**config.mk**
```make
export PLATFORM = sky130hd
export DESIGN_NAME = instr_fetch
export DESIGN_NICKNAME = d
export VERILOG_FILES = /design/src/rtl/instr_fetch.sv
export SDC_FILE = /design/constraint.sdc
export NUM_CORES = 1
export LEC_CHECK = 0
export CORE_MARGIN = 8
export CORE_UTILIZATION = 40
export CTS_CLUSTER_DIAMETER = 80
export DETAILED_ROUTE_END_ITERATION = 8
export GPL_TIMING_DRIVEN = 0
export PLACE_DENSITY_LB_ADDON = 0.12
export SYNTH_ARGS = -nofsm -noshare
export SYNTH_HDL_FRONTEND = slang
export SYNTH_SLANG_ARGS = --single-unit
```
**constraint.sdc**
```tcl
create_clock -name clk -period 1.9 [get_ports clk]
set_clock_uncertainty 0.1 [all_clocks]
set_input_delay 0.285 -clock clk [delete_from_list [all_inputs] [get_ports clk]]
set_output_delay 0.285 -clock clk [all_outputs]
set_load 0.005 [all_outputs]
```
**src/rtl/instr_fetch.sv**
```systemverilog
// Instruction fetch FSM: requests a word at pc, holds it for the branch unit, then advances pc.
// Optional HALT opcode support is enabled with macro HAP_HALT_EN.
module instr_fetch #(
  parameter logic [7:0] RESET_PC = 8'h00
) (
  input  logic        clk,
  input  logic        rst_n,
  input  logic        en,
  output logic        imem_req,
  output logic [7:0]  imem_addr,
  input  logic        imem_ack,
  input  logic [15:0] imem_rdata,
  output logic [15:0] instr,
  output logic [7:0]  npc,
  output logic        instr_valid,
  input  logic        instr_ready,
  input  logic [7:0]  br_pc,
  output logic [7:0]  pc,
  output logic        halted
);

  // state   | meaning
  // S_IDLE  | stopped, waiting for en
  // S_REQ   | imem_req high at pc, waiting for imem_ack
  // S_VALID | instr/npc presented, waiting for instr_ready
  // S_HALT  | HALT accepted, frozen until reset (HAP_HALT_EN only)
  typedef enum logic [1:0] {
    S_IDLE,
    S_REQ,
    S_VALID
`ifdef HAP_HALT_EN
    , S_HALT
`endif
  } state_t;

  state_t      state_q;
  logic [7:0]  pc_q;
  logic [7:0]  pc_d;
  logic [15:0] instr_q;
  logic        imem_req_q;
  logic        instr_valid_q;
  logic [4:0]  opcode;
  logic        is_branch;

  assign opcode    = instr_q[15:11];
  // BNE, BE, BNER, BER, J, JR occupy one contiguous opcode range
  assign is_branch = (opcode >= 5'b10011) && (opcode <= 5'b11000);
  assign npc       = pc_q + 8'd1;
  assign pc_d      = is_branch ? br_pc : npc;

`ifdef HAP_HALT_EN
  logic halted_q;
  logic is_halt;
  assign is_halt = (opcode == 5'b11111);
  assign halted  = halted_q;
`else
  assign halted  = 1'b0;
`endif

  always_ff @(posedge clk or negedge rst_n) begin
    if (!rst_n) begin
      state_q       <= S_IDLE;
      pc_q          <= RESET_PC;
      instr_q       <= 16'h0000;
      imem_req_q    <= 1'b0;
      instr_valid_q <= 1'b0;
`ifdef HAP_HALT_EN
      halted_q      <= 1'b0;
`endif
    end else begin
      case (state_q)
        S_IDLE: begin
          if (en) begin
            state_q    <= S_REQ;
            imem_req_q <= 1'b1;
          end
        end
        S_REQ: begin
          if (imem_ack) begin
            instr_q       <= imem_rdata;
            state_q       <= S_VALID;
            imem_req_q    <= 1'b0;
            instr_valid_q <= 1'b1;
          end
        end
        S_VALID: begin
          if (instr_ready) begin
            instr_valid_q <= 1'b0;
            pc_q          <= pc_d;
`ifdef HAP_HALT_EN
            if (is_halt) begin
              state_q  <= S_HALT;
              halted_q <= 1'b1;
            end else
`endif
            if (en) begin
              state_q    <= S_REQ;
              imem_req_q <= 1'b1;
            end else begin
              state_q <= S_IDLE;
            end
          end
        end
`ifdef HAP_HALT_EN
        S_HALT: begin
          imem_req_q    <= 1'b0;
          instr_valid_q <= 1'b0;
        end
`endif
        default: begin
          state_q       <= S_IDLE;
          imem_req_q    <= 1'b0;
          instr_valid_q <= 1'b0;
        end
      endcase
    end
  end

  assign imem_req    = imem_req_q;
  assign imem_addr   = pc_q;
  assign pc          = pc_q;
  assign instr       = instr_q;
  assign instr_valid = instr_valid_q;

endmodule

```
==> metrics.cfg <==
[timing]
finalMaxSlewViolations = 0
layout_min_cycle_time_ns = 1.91
setup_tns_ns = -0.0113
fin_crit_sh_pct = 101
slew_headroom_pct = 58.4
rsz0062_at_grt = yes
hold_viol_final = 0
finalSetupViolations = 1
fmax_mhz = 523
tightest_slew_ns = 0.624
finalWorstSetupSlack_ns = -0.0113

[detailed_routing]
viasPerCell = 4.93
antenna_left = 0
wirelength_um = 4090
drt-initial-drc-count = 19
num_vias = 1277
first_pass_iters = 4
wl_per_cell_um = 15.8
drc = 0

[cells_and_area]
antenna_cells = 0
syn_to_final_growth_pct = 60.5
drive_above_1_share_pct = 30.3
layout_common_cells = clkdlybuf4s50_1 (61), dfrtp_1 (23), mux2_2 (16), buf_4 (15), a21oi_1 (10)
final_util_pct = 65.7
layout_commonest_cell = clkdlybuf4s50_1
finalNetCount = 243

[setup_path]
criticalPathCategory = reg -> out
critPathBufInv = 2
r2r_slack_ns = 0.15
required_ns = 1.51
critical-path-slowest-cell = dfrtp_1
start_kind = flip-flop
crit_path_end_kind = output port
cpPeakStageDelay_ns = 0.43
cp_data_arrival_time_ns = 1.53
critical_path.cell_chain = ha_2 > and3_4 > buf_6 > xnor2_2 > buf_2
worstPathMaxFanout = 3
path_delay_family = flip-flops

[die]
start_util_pct = 40.9
die_w_um = 76.5
num_rows = 22
ios = 72
core_um2 = 3580
dieHeight_um = 76.5
dieArea_um2 = 5860

[status]
status = finished, violations left
violations = negative setup slack

[clock_tree]
root_buffer = clkbuf_4
clock-sinks = 28
cts_buffers = 3
htreeDepth = 1
clkLatencyLatePin_ns = 0.32
cts_tree = built
clockBufferDepth = 2
clkTransAtPathRegs_ns = 0.14

[global_route]
antenna_found_initial = 0
gr-usage-all-layers_pct = 13.9
grt-ovfl-total = 0
grt_pass1_vias = 1405
grt_start_max_net_pins = 29
grt_pass1_wl_um = 6850

[job]
drv_cap = 0

[synth]
synth_top_cell_by_area = dfrtp_1
ys_seq_elements = 28
ys_types = 38
syn_nets = 159
netlist_area_um2 = 1470
ys_top_cells_by_area = dfrtp_1 (48%), mux2_2 (12%), buf_4 (4.6%), a21oi_1 (3.4%), mux2i_1 (2.7%)
ys_seq_area_share_pct = 47.8
ys_warn_count = 0
syn_inst = 129
synth.top_cell.area_share_pct = 47.8
avgSynthCellArea_um2 = 11.4

[pwr]
power_w = 0.00353
power_density_nw_per_um2 = 1500
vdd_drop_max_mv = 0.806
leakage_nw = 1.02

[place]
io_buffers = 70
gp_congestion = 0.809
dpl.hpwl_um = 3130

[min_path]
hold_path_class = in -> async

## worst reg2reg max path: cells and delay by family, from the launching register on
| family | cells | cell delay [ns] |
|---|---|---|
| flip-flops | 1 | 0.46 |
| AO/OA/AOI/OAI | 2 | 0.40 |
| AND/OR/NAND/NOR | 2 | 0.72 |
## worst paths after layout
path,endpoint,depth (start not counted),startpoint
max,npc[4],5,imem_addr[0]
min,instr[10],2,rst_n
max reg2reg,imem_addr[7],4,instr[15]
min reg2reg,instr[5],1,instr[5]
max in group asynchronous,imem_addr[6],2,rst_n
min in group clk,instr[5],1,instr[5]
## cell type report
class                   instances  area [um2]
plain buffers                  12        87.6
well taps                      48        60.1
clock buffers                   3        22.5
flip-flops and latches         28         707
fillers                       290        1230
repair buffers                 80         761
multi-input cells              83         696
inverters                       5        18.8
## kinds of logic after synthesis
| family | Yosys count | share of synthesized area, % |
|---|---|---|
| adders and majority gates | 1 | 0.854 |
| xor gates and xnor gates | 6 | 3.59 |
| AOI/OAI and AO/OA | 27 | 12.6 |
| muxes | 20 | 15.0 |
| DFF | 28 | 47.8 |
| and+or+nand+nor | 28 | 12.4 |
| other | 1 | 0.256 |
| buffers and inverters | 18 | 7.51 |
## per-stage QoR
step | worst slack [ns] | area [um2] | cells | hold WS, ns
after floorplan | 0.241 | 1470 | 129 | -0.111
after global placement | -0.363 | 2230 | 247 | 0.388
after detailed placement | -0.394 | 2230 | 247 | 0.394
final | -0.0113 | 2350 | 259 | 0.412
after global routing | -0.0875 | 2350 | 259 | 0.445
after CTS | -0.133 | 2280 | 253 | 0.433
## what timing repair did
action                                 in CTS  in global routing
endpoints found under the hold margin       0                 28
hold buffers                                0                  1
setup endpoints to repair                   9                  9
pin swaps                                   3                  2
buffers inserted                            4                  6
gates resized for setup                    19                 18
## power by group
part	total, W	switching, W	internal [W]
Combinational	0.00212	0.000752	0.00137
Clock	0.000237	0.000163	0.0000742
Sequential	0.00117	0.000287	0.000885
Total	0.00353	0.00120	0.00233
## cells in the mapped netlist (all sizes together)
cell	n
o22ai	2
and3b	1
nand3	3
a311o	1
a21oi	10
nand3b	2
nand4	2
o211ai	2
nor4b	1
buf	11
dfrtp	28
o21ai	3
a21o	1
clkbuf	2
and3	2
xnor2	4
and4	1
and2b	1
nand2b	1
a22oi	2
mux2i	4
nor2b	1
ha	1
or4	1
inv	5
o22a	1
nand2	9
o21a	1
a22o	1
nor2	3
mux2	16
a2bb2oi	3
xor2	2
conb	1
## sequential cells by signal, indices dropped and copies added, names as in the netlist
| name | flops |
|---|---|
| imem_req | 1 |
| instr | 16 |
| state_q | 2 |
| imem_addr | 8 |
| instr_valid | 1 |
## metal layers
metal / track usage (%) / vias to the layer above / routed length [um]
li1: - / 618 / -
met3: 6.25 / 2 / 370
met1: 15.1 / 611 / 1620
met2: 24.1 / 46 / 2080
met5: 0 / - / 0
met4: 3.46 / 0 / 21
(Power assumes the default switching activity.)
